===== src/rtl/eq_pkg.sv =====
// Shared widths, FSM encoding and timing constants for the FIR equalizer band.
package eq_pkg;

  localparam int SAMPLE_W       = 24;
  localparam int COEF_W         = 16;
  localparam int PROD_W         = 40;
  localparam int COEF_ADDR_W    = 5;
  localparam int CYCLES_PER_TAP = 18;

  typedef enum logic [1:0] {
    IDLE,
    ISSUE,
    WAIT,
    OUTPUT
  } state_t;

endpackage


===== src/rtl/sample_delay_line.sv =====
// Circular buffer of the last N_TAPS samples with a combinational read at an
// offset back from the newest entry.
module sample_delay_line
  import eq_pkg::*;
#(
  parameter int N_TAPS = 8,
  localparam int PTR_W = $clog2(N_TAPS)
) (
  input  logic                clk,
  input  logic                rst_n,
  input  logic                we,
  input  logic [SAMPLE_W-1:0] din,
  input  logic [PTR_W-1:0]    offset,
  output logic [SAMPLE_W-1:0] dout
);

  logic [SAMPLE_W-1:0] line [N_TAPS];
  logic [PTR_W-1:0]    wr_ptr;
  logic [PTR_W-1:0]    newest;
  logic [PTR_W-1:0]    rd_idx;
  logic [PTR_W:0]      wrapped;

  // NOTE: the storage is reset on purpose; missing history must read as zero.
  always_ff @(posedge clk or negedge rst_n) begin
    if (!rst_n) begin
      wr_ptr <= '0;
      for (int i = 0; i < N_TAPS; i++) line[i] <= '0;
    end else if (we) begin
      line[wr_ptr] <= din;
      wr_ptr       <= (wr_ptr == PTR_W'(N_TAPS - 1)) ? '0 : wr_ptr + 1'b1;
    end
  end

  // Extra bit keeps newest+N-offset exact for non-power-of-two depths.
  always_comb begin
    newest  = (wr_ptr == '0) ? PTR_W'(N_TAPS - 1) : wr_ptr - 1'b1;
    wrapped = {1'b0, newest} + (PTR_W + 1)'(N_TAPS) - {1'b0, offset};
    rd_idx  = (newest >= offset) ? newest - offset : wrapped[PTR_W-1:0];
    dout    = line[rd_idx];
  end

endmodule


===== src/rtl/fir_tap_sequencer.sv =====
// Time-multiplexes one shared multiplier across the taps of a FIR band and
// emits one scaled, saturated output per accepted sample.
module fir_tap_sequencer
  import eq_pkg::*;
#(
  parameter int N_TAPS = 8,
  parameter int SHIFT  = 15
) (
  input  logic                   i_clk,
  input  logic                   i_rst_n,
  input  logic [SAMPLE_W-1:0]    i_sample,
  input  logic                   i_sample_valid,
  output logic                   o_sample_ready,
  output logic [SAMPLE_W-1:0]    o_out_sample,
  output logic                   o_out_valid,
  output logic                   o_out_sat,
  input  logic                   i_coef_we,
  input  logic [COEF_ADDR_W-1:0] i_coef_addr,
  input  logic [COEF_W-1:0]      i_coef_data,
  output logic                   o_coef_ack,
  output logic [SAMPLE_W-1:0]    o_mult_sample,
  output logic [COEF_W-1:0]      o_mult_coef,
  output logic                   o_mult_start,
  input  logic [PROD_W-1:0]      i_mult_product,
  input  logic                   i_mult_ready
);

  localparam int K_W   = $clog2(N_TAPS);
  localparam int ACC_W = PROD_W + K_W;

  state_t              state, next_state;
  logic [K_W-1:0]      k;
  logic [ACC_W-1:0]    acc, acc_sum, acc_shift;
  logic                wait_first;
  logic [COEF_W-1:0]   coef [N_TAPS];
  logic [SAMPLE_W-1:0] line_rd;
  logic                accept, coef_ok, tap_done, last_tap, clip, operands_on;

  sample_delay_line #(.N_TAPS(N_TAPS)) u_line (
    .clk    (i_clk),
    .rst_n  (i_rst_n),
    .we     (accept),
    .din    (i_sample),
    .offset (k),
    .dout   (line_rd)
  );

  assign accept      = (state == IDLE) && i_sample_valid;
  assign coef_ok     = (state == IDLE) && i_coef_we &&
                       ({1'b0, i_coef_addr} < (COEF_ADDR_W + 1)'(N_TAPS));
  assign tap_done    = (state == WAIT) && !wait_first && i_mult_ready;
  assign last_tap    = (k == K_W'(N_TAPS - 1));
  assign acc_sum     = acc + ACC_W'(i_mult_product);
  assign acc_shift   = acc_sum >> SHIFT;
  assign clip        = |acc_shift[ACC_W-1:SAMPLE_W];
  assign operands_on = (state == ISSUE) || (state == WAIT);

  // Operands stay on the bus through WAIT so the multiplier may sample late.
  assign o_mult_sample = operands_on ? line_rd : '0;
  assign o_mult_coef   = operands_on ? coef[k] : '0;

  // NOTE: state registers use non-blocking assignments so every flop samples
  // pre-edge values regardless of process ordering.
  always_ff @(posedge i_clk or negedge i_rst_n) begin
    if (!i_rst_n) state <= IDLE;
    else          state <= next_state;
  end

  // NOTE: every output of this block gets a default first, so no path
  // leaves a signal unassigned and no latch is inferred.
  always_comb begin
    next_state     = state;
    o_sample_ready = 1'b0;
    o_mult_start   = 1'b0;
    o_out_valid    = 1'b0;
    unique case (state)
      IDLE: begin
        o_sample_ready = 1'b1;
        if (i_sample_valid) next_state = ISSUE;
      end
      ISSUE: begin
        o_mult_start = 1'b1;
        if (i_mult_ready) next_state = WAIT;
      end
      WAIT: begin
        if (tap_done) next_state = last_tap ? OUTPUT : ISSUE;
      end
      OUTPUT: begin
        o_out_valid = 1'b1;
        next_state  = IDLE;
      end
      default: next_state = IDLE;
    endcase
  end

  always_ff @(posedge i_clk or negedge i_rst_n) begin
    if (!i_rst_n) begin
      k            <= '0;
      acc          <= '0;
      wait_first   <= 1'b0;
      o_coef_ack   <= 1'b0;
      o_out_sample <= '0;
      o_out_sat    <= 1'b0;
      for (int i = 0; i < N_TAPS; i++) coef[i] <= '0;
    end else begin
      o_coef_ack <= coef_ok;
      if (coef_ok) coef[i_coef_addr[K_W-1:0]] <= i_coef_data;
      // Ready is still high from the previous tap during the first WAIT cycle.
      wait_first <= (state == ISSUE);
      if (accept) begin
        acc <= '0;
        k   <= '0;
      end else if (tap_done) begin
        acc <= acc_sum;
        if (last_tap) begin
          o_out_sample <= clip ? '1 : acc_shift[SAMPLE_W-1:0];
          o_out_sat    <= clip;
        end else begin
          k <= k + 1'b1;
        end
      end
    end
  end

endmodule

===== config.mk =====
export PLATFORM = sky130hd
export DESIGN_NAME = fir_tap_sequencer
export DESIGN_NICKNAME = d
export VERILOG_FILES = /design/src/rtl/eq_pkg.sv /design/src/rtl/sample_delay_line.sv /design/src/rtl/fir_tap_sequencer.sv
export SDC_FILE = /design/constraint.sdc
export NUM_CORES = 1
export LEC_CHECK = 0
export CAP_MARGIN = 20
export CORE_UTILIZATION = 39
export DETAILED_ROUTE_END_ITERATION = 10
export DONT_BUFFER_PORTS = 1
export SKIP_CTS_REPAIR_TIMING = 1
export SYNTH_ARGS = -nofsm -noshare
export SYNTH_HDL_FRONTEND = slang
export SYNTH_SLANG_ARGS = --single-unit

===== constraint.sdc =====
create_clock -name i_clk -period 3.5 [get_ports i_clk]
set_clock_uncertainty 0.05 [all_clocks]
set_input_delay 0.175 -clock i_clk [delete_from_list [all_inputs] [get_ports i_clk]]
set_output_delay 0.175 -clock i_clk [all_outputs]
set_load 0.01 [all_outputs]

==> results, run 1 <==
- STA classifies the critical path startpoint as a flip-flop.
- The endpoint identified for the worst register-to-register timing path is o_out_sample[19]$_DFFE_PN0P_.
- The worst endpoint required time is 3.90 ns.
- The number of enable flip-flop cells after synthesis is 0.
- In this run the remaining antenna-violating nets after routing total 0.
- The worst setup path is captured at a flip-flop.
- At the end of routability-driven placement, the weighted congestion stood at 0.880.
- By startpoint and endpoint, the worst setup path is classified as flip-flop to flip-flop.
- The die is 229 um wide.
- The summed instance area of the synthesized netlist is 20200 um^2.
- The clock reaches the later pin of the worst-skew pair after 0.57 ns.
- The final-report setup violation count is 0.
- The clock period minus final worst setup slack is 3.39 ns.
- The critical path arrival is 3.79 ns.
- After layout, the worst setup slack is 0.108 ns.
- From bottom edge to top edge, the die measures 229 um.
- The routed length per placed instance is 21.1 um.
- The layout net count is 1789.
- Ranked by total cell area, the synthesized netlist is headed by sky130_fd_sc_hd__dfrtp_1 (49%), sky130_fd_sc_hd__mux2_2 (18%), sky130_fd_sc_hd__mux4_2 (8.9%).
- The critical register-to-register path startpoint is acc[4]$_DFFE_PN0P_.
- The achievable clock frequency is 295 MHz.
- The most frequent cell on the critical path is sky130_fd_sc_hd__o211ai_2.
- Pin placement for this block handled 159 I/O pins.
- The critical path goes through ha_1, o211ai_2, o21ai_2, a31oi_4, o211ai_2, a311oi_2, buf_4, nor2_1, o21ai_1, or4_4, o22a_1.
- The leakage dissipation is 10.4 nW.
- The cell area after placement is 21200 um^2.
- The path class of the tightest hold or removal check is input port to async pin.
- The total power after layout is 21.8 mW.
- Input and output buffers added on the ports amount to 0.
- Synthesis produced a netlist whose cell count is 1576.
- The count of yosys warnings during synthesis is 0.
- The cell at the root of the clock tree is sky130_fd_sc_hd__clkbuf_16.
- The buffers plus inverters on the worst setup path is 1.
- In this run the number of cells on the critical path is 11.
- The predominant post-synthesis flop cell is sky130_fd_sc_hd__dfrtp_1.
- For this run, the number of standard cells in the final layout without fillers is 2362.
- The share of cells above drive strength 1 is 36.0%.
- The worst voltage drop across the vdd grid is 0.000525 V.
- The final period utilization is 96.9%.
- The placed wire-length estimate after detailed placement is 30.4 mm.
- The via count is 13100.
- The effective utilization at floorplan is 39.4%.
- The area of the die is 52700 um^2.
- The maximum clock path buffer count is 3.
- After routing the design area is 23400 um^2.
- The launch point of the worst path is acc[4]$_DFFE_PN0P_.
- After the first detailed-routing iteration, the DRC count stood at 935.
- In this design, the largest share of critical-path delay is due to compound AO/OA/AOI/OAI gates.
- For this design, the sink count on the clock tree is 398.
- The final number of hold-violating endpoints is 403.
- The TritonCTS clock tree is done.
- The flow ran to the end, but the final reports show violations.
- For this design the ratio of total power to cell area is 933 nW/um^2.
- The proportion of netlist area held by the largest area contributor is 49.3%.
- The total global routing overflow is 0.
- Setup slack on the worst reg-to-reg path comes out at 0.11 ns.
- The cell depth of the worst flop-to-flop path is 11.
- The initial antenna violation count was 2.
- The tool flagged a number of max-cap violations equal to 0.
- The synthesized area divided by synthesized cell count is 12.8 um^2.
- Counting flops with an async set or reset pin after synthesis yields a share of 100%.
- In this run the worst setup path terminates at o_out_sample[19]$_DFFE_PN0P_.
- The final reports fail on negative hold slack.
- Once placement completed, the tool counted placed cells totaling 2223.
- Wires add up to 49.9 mm.
- The tightest hold margin is -0.751 ns.
- After synthesis, flip-flops and latches occupy 49.3% of the total area.
- For the pin with the worst max-slew slack, the measured transition is 0.808 ns.
- The number of different library cells in the post-synthesis netlist is 74.
- The number of global-route vias before repair is 13300.
- Counting the buffers created by CTS gives 46.
- The core box area is 51200 um^2.
- The clock edge transition at the registers on the reported setup and hold paths is 0.06 ns.
- CTS built an H-tree with a depth of 2.
- The setup TNS after final layout is 0 ns.
- The first global-routing pass estimated 77.6 mm of wire.
- The growth of design area from synthesis to finish is 16.1%.
- The slowest stage of the critical path belongs to the cell sky130_fd_sc_hd__or4_4.
- The placement-stage worst setup slack is 0.0238 ns.
- For this run, the total global-route usage over all layers was measured as 18.7%.
- Using the TritonRoute via totals, the vias-per-cell ratio works out to 5.55.
- For this run, the slowest stage of the critical path takes 0.67 ns.
- Entering global routing, the biggest net connects 399 pins.
- The peak fanout along the critical path is 7.
- Row generation in the floorplan step produced 83 rows.
- The cell type with the highest aggregate area in the netlist is sky130_fd_sc_hd__dfrtp_1.
- The tightest slew margin relative to the limit is 46.2%.
- The count of TritonRoute iterations in the first routing pass is 5.
- The number of max-slew violations in the final report is 0.
- The number of nets in the synthesized netlist is 1719.
- The number of remaining DRC errors is 0.
- After synthesis the netlist holds a flip-flop and latch count of 398.
==> placed cells by master (no fill, tap or decap), drive strengths merged, types with 18 or more instances in the layout <==
master         n
dfrtp        398
mux2         320
nand2        172
a21oi         89
mux4          80
clkbuf        72
buf           70
ha            51
dlygate4sd3   48
o21ai         40
nor2          37
a21boi        29
o22a          24
xor2          22
xnor2         21
nor2b         18
==> cells by family after synthesis <==
family / Yosys count / share of synthesized area, %
flip-flops: 398 / 49.3
buffers and inverters: 115 / 2.45
XOR/XNOR: 43 / 1.87
AO/OA/AOI/OAI: 256 / 8.80
adder cells (fa/ha/maj): 53 / 3.36
AND/OR/NAND/NOR: 294 / 6.54
multiplexers: 417 / 27.6
==> flip-flops by register name, indices dropped and copies added, names as in the netlist <==
register and cells:
coef 128, u_line.line 192, k 3, state 2
acc 43, wait_first 1, o_out_sample 24, o_coef_ack 1
u_line.wr_ptr 3, o_out_sat 1
==> metal layers <==
layer	vias to the layer above	wire, um	global-route usage, %
met5	-	13	0
met4	2	1200	5.50
li1	5948	-	-
met3	74	2150	3.37
met2	250	24400	31.1
met1	6831	22100	24.8
==> worst min-delay path by stage <==
| stage | end | cells after the start | slack (ns) | startpoint |
|---|---|---|---|---|
| floorplan | acc[0]$_DFFE_PN0P_ | 0 | -0.17 | i_rst_n |
| global placement | u_line.line[178]$_DFFE_PN0P_ | 0 | -0.16 | i_rst_n |
| detailed placement | u_line.line[130]$_DFFE_PN0P_ | 0 | -0.17 | i_rst_n |
| CTS | u_line.line[130]$_DFFE_PN0P_ | 0 | -0.79 | i_rst_n |
| global route | u_line.line[130]$_DFFE_PN0P_ | 0 | -0.78 | i_rst_n |
| finish | u_line.line[130]$_DFFE_PN0P_ | 0 | -0.75 | i_rst_n |
==> synthesized netlist by cell type (all sizes together) (18+ instances only) <==
library cell  instances
buf                  27
o21ai                40
nor2                 37
a21oi                89
mux4                 80
clkbuf               73
xnor2                21
mux2                320
ha                   51
a21boi               29
o22a                 24
dfrtp               398
xor2                 22
nand2               172
nor2b                18
==> metrics by stage <==
stage | util (%) | hold slack, ns
2_1_floorplan | - | -0.171
3_3_place_gp | 41.4 | -0.164
3_5_place_dp | 41.4 | -0.165
4_1_cts | 44.4 | -0.792
5_1_grt | 45.8 | -0.780
6_report | 45.8 | -0.751
==> power breakdown <==
group	total (mW)	leakage, nW	switching [mW]	internal, mW
Clock	4.82	0.758	1.93	2.89
Combinational	10.0	4.39	4.97	5.06
Sequential	7.01	5.22	0.814	6.19
Total	21.8	10.4	7.71	14.1
==> layout make-up <==
cell class	instances	area (um^2)
tap	680	851
antenna	1	2.50
clock inverter	13	144
multi-input combinational	1065	9910
clock buffer	70	1390
fill	4593	27800
timing repair buffer	120	1110
sequential	398	9960
inverter	15	56.3
(Power assumes the default switching activity.)
==> run 2, diff against run 1 <==
CORE_UTILIZATION = 45   (was 39)
==> run 2 against run 1 <==
Effect of this change: the run ends with negative hold slack, max-slew violations left; design area is 1.0% lower; sequential share of layout area up 0.43 points; die area down 13%; sequential power hardly changed; core utilization rose by 6.7 points; total power shrank 1.9%; hold slack better by 0.0035 ns; clock power hardly changed; routed wire length is 3.8% lower; count of clock-buffer cells in the layout shrank 3; setup slack worse by 0.0034 ns; via count down 1.9%.
==> results, run 2 (synthesis results as in run 1) <==
- The overall routed net length was 48.0 mm (-3.8%).
- The count of TritonRoute iterations in the first routing pass came to 6 (+1).
- The final period utilization is 97.0% (about the same).
- The most critical setup path has its startpoint at acc[1]$_DFFE_PN0P_.
- The core box area is 44200 um^2 (-14%).
- The critical register-to-register path startpoint is acc[1]$_DFFE_PN0P_.
- The largest net degree at the start of global routing is 399 (unchanged).
- The standard-cell row count is 77 (-7.2%).
- The setup slack after layout is 0.105 ns (-0.00336 ns).
- The setup path with the least slack is of type flip-flop to flip-flop.
- The placement-stage worst setup slack is 0.0266 ns (+0.00281 ns).
- The worst endpoint required time came to 3.89 ns (about the same).
- The final reports fail on negative hold slack, max-slew violations.
- The tightest slew margin relative to the limit is -4.94% (-51 points).
- The most critical setup path has its endpoint at o_out_sample[21]$_DFFE_PN0P_.
- The clock edge transition at the registers on the reported setup and hold paths was 0.06 ns (about the same).
- The actual transition at the worst max-transition pin came to 1.57 ns (+0.767 ns).
- The number of flip-flops under the largest register name is 192 (unchanged).
- The effective utilization at floorplan is 45.6% (+6.2 points).
- The total global routing overflow is 0 (unchanged).
- The kind of end point of the critical path is a flip-flop.
- The multi-input logic area is 9880 um^2 (-0.30%).
- The worst setup path is launched from a flip-flop.
- The post-detailed-route via-to-cell ratio is 5.67 (+2.2%).
- TritonCTS built the clock tree.
- The switching power summed over all nets is 7.41 mW (-3.9%).
- The achievable clock frequency is 295 MHz (about the same).
- The die boundary width is 214 um (-6.8%).
- The layout net count is 1780 (-0.50%).
- The run finished, with violations left.
- The placed wire-length estimate after detailed placement is 29.2 mm (-4.0%).
- The worst voltage drop across the vdd grid came to 0.000525 V (+0.14%).
- The critical path arrival was 3.78 ns (about the same).
- The sequential cell area is 9960 um^2 (unchanged).
- The buffers plus inverters on the worst setup path is 0 (-1).
- The critical path goes through ha_1, a211oi_2, o21ai_2, a31oi_4, o211ai_2, a311oi_2, a21boi_0, o21ai_1, or4_4, o22a_1.
- The placer's final routability congestion estimate is 0.890 (+1.1%).
- The worst flop-to-flop path endpoint is o_out_sample[21]$_DFFE_PN0P_.
- The share of cells above drive strength 1 is 35.6% (-0.38 points).
- The count of port buffers added during placement is 0 (unchanged).
- The tightest hold margin is -0.748 ns (+0.00345 ns).
- The height of the die is 214 um (-6.8%).
- The combinational fraction of design power came to 44.8% (-1.1 points).
- The clock period minus final worst setup slack is 3.40 ns (+0.00336 ns).
- The largest registers in the layout are u_line.line x192, coef x128, acc x43.
- The fraction of power spent switching nets is 34.6% (-0.70 points).
- The leakage dissipation is 10.3 nW (-0.66%).
- The reg-to-reg setup timing slack is 0.10 ns (about the same).
- The initial DRC count is 696 (-26%).
- The final number of hold-violating endpoints is 401 (-0.50%).
- The clock network latency to the later pin of the worst-skew pair is 0.56 ns (about the same).
- The number of nets with antenna violations after detailed routing came to 0 (unchanged).
- The cell area after placement was 21100 um^2 (-0.65%).
- The wire length of the first global-routing pass was 75.0 mm (-3.4%).
- The number of clock buffers inserted by TritonCTS was 45 (-2.2%).
- In the layout the commonest cells are sky130_fd_sc_hd__dfrtp_1 (395), sky130_fd_sc_hd__mux2_2 (320), sky130_fd_sc_hd__nand2_1 (172), sky130_fd_sc_hd__a21oi_1 (81), sky130_fd_sc_hd__mux4_2 (80).
- The most flop-heavy register is u_line.line.
- The number of sinks driven by the clock tree came to 398 (unchanged).
- The category of cells accounting for the largest share of critical-path delay is compound AO/OA/AOI/OAI gates.
- The initial antenna violation count is 4 (+2).
- The power density over the cells is 924 nW/um^2 (-0.92%).
- The via count is 12900 (-1.9%).
- The peak fanout along the critical path was 7 (unchanged).
- The post-layout instance area came to 23200 um^2 (-1.0%).
- The number of maximum-capacitance violations is 0 (unchanged).
- Clock tree synthesis selected as its root buffer the cell sky130_fd_sc_hd__clkbuf_16.
- The area of the die came to 45700 um^2 (-13%).
- The sequential share of power was 32.6% (+0.5 points).
- The critical path depth is 10 (-1).
- The internal power consumption is 14.0 mW (-0.85%).
- The maximum clock path buffer count is 3 (unchanged).
- The maximum cell stage delay along the critical path is 0.67 ns (about the same).
- The routed length per placed instance is 21.2 um (+0.21%).
- The number of max-slew violations in the final report came to 111 (+111).
- The class of the most critical hold timing path is input port to async pin.
- Leaving out fill and tap cells, the most frequent cell in the layout is sky130_fd_sc_hd__dfrtp_1.
- The I/O pin total is 159 (unchanged).
- Relative to the synthesized area, the layout overhead comes to 14.9%.
- The fill cell total of the finished layout is 3735 (-19%).
- The final-report setup violation count is 0 (unchanged).
- The clock power share is 22.6% (+0.5 points).
- The cell depth of the worst flop-to-flop path came to 10 (-1).
- The number of remaining DRC errors is 0 (unchanged).
- The overall global routing resource usage was 21.2% (+2.5 points).
- The number of global-route vias before repair came to 13200 (-0.87%).
- The H-tree level count is 2 (unchanged).
- The cell with the largest stage delay on the worst path is sky130_fd_sc_hd__or4_4.
- The setup TNS after final layout is 0 ns (unchanged).
- The share of the core filled with cells is 52.4% (+6.7 points).
[run 2: how the worst min path moves through the flow]
stage,start,depth (start not counted),slack [ns],end
floorplan,i_rst_n,0,-0.17,acc[0]$_DFFE_PN0P_
global route,i_rst_n,0,-0.78,o_out_sample[11]$_DFFE_PN0P_
detailed placement,i_rst_n,0,-0.16,o_out_sample[10]$_DFFE_PN0P_
finish,i_rst_n,0,-0.75,o_out_sample[11]$_DFFE_PN0P_
CTS,i_rst_n,0,-0.78,o_out_sample[11]$_DFFE_PN0P_
global placement,i_rst_n,0,-0.16,o_out_sample[10]$_DFFE_PN0P_
[run 2: power by group through the flow]
stage          sequential (mW)  clock (mW)  combinational, mW
4_1_cts                   6.99        4.99               9.47
5_1_grt                   7.20        5.17               10.5
2_1_floorplan             6.78           0               6.89
6_report                  7.00        4.83               9.60
3_5_place_dp              7.06           0               9.44
3_3_place_gp              6.96           0               9.33
[run 2: layout make-up]
class | count | area share (%)
antenna | 5 | 0.0539
clock buffer | 67 | 5.78
clock inverter | 14 | 0.820
inverter | 15 | 0.243
multi-input combinational | 1065 | 42.6
sequential | 398 | 43.0
tap | 592 | 3.19
timing repair buffer | 112 | 4.36
[run 2: worst reg2reg max path: stages (launching register included)]
cell                       delay [ns]
sky130_fd_sc_hd__dfrtp_1         0.41
sky130_fd_sc_hd__ha_1            0.31
sky130_fd_sc_hd__a211oi_2        0.33
sky130_fd_sc_hd__o21ai_2         0.16
sky130_fd_sc_hd__a31oi_4         0.23
sky130_fd_sc_hd__o211ai_2        0.17
sky130_fd_sc_hd__a311oi_2        0.34
sky130_fd_sc_hd__a21boi_0        0.22
sky130_fd_sc_hd__o21ai_1         0.16
sky130_fd_sc_hd__or4_4           0.67
sky130_fd_sc_hd__o22a_1          0.23
[run 2: routing by layer]
| metal | wire (um) | GRT usage (%) |
|---|---|---|
| met1 | 21900 | 28.5 |
| met5 | 10 | 0 |
| met4 | 833 | 4.90 |
| met2 | 23000 | 34.5 |
| met3 | 2290 | 5.49 |
[run 2: per-stage QoR]
step / cells / power [mW]
final: 2268 / 21.4
after floorplan: 1576 / 13.7
after global routing: 2266 / 22.9
after global placement: 2133 / 16.3
after CTS: 2214 / 21.4
after detailed placement: 2133 / 16.5
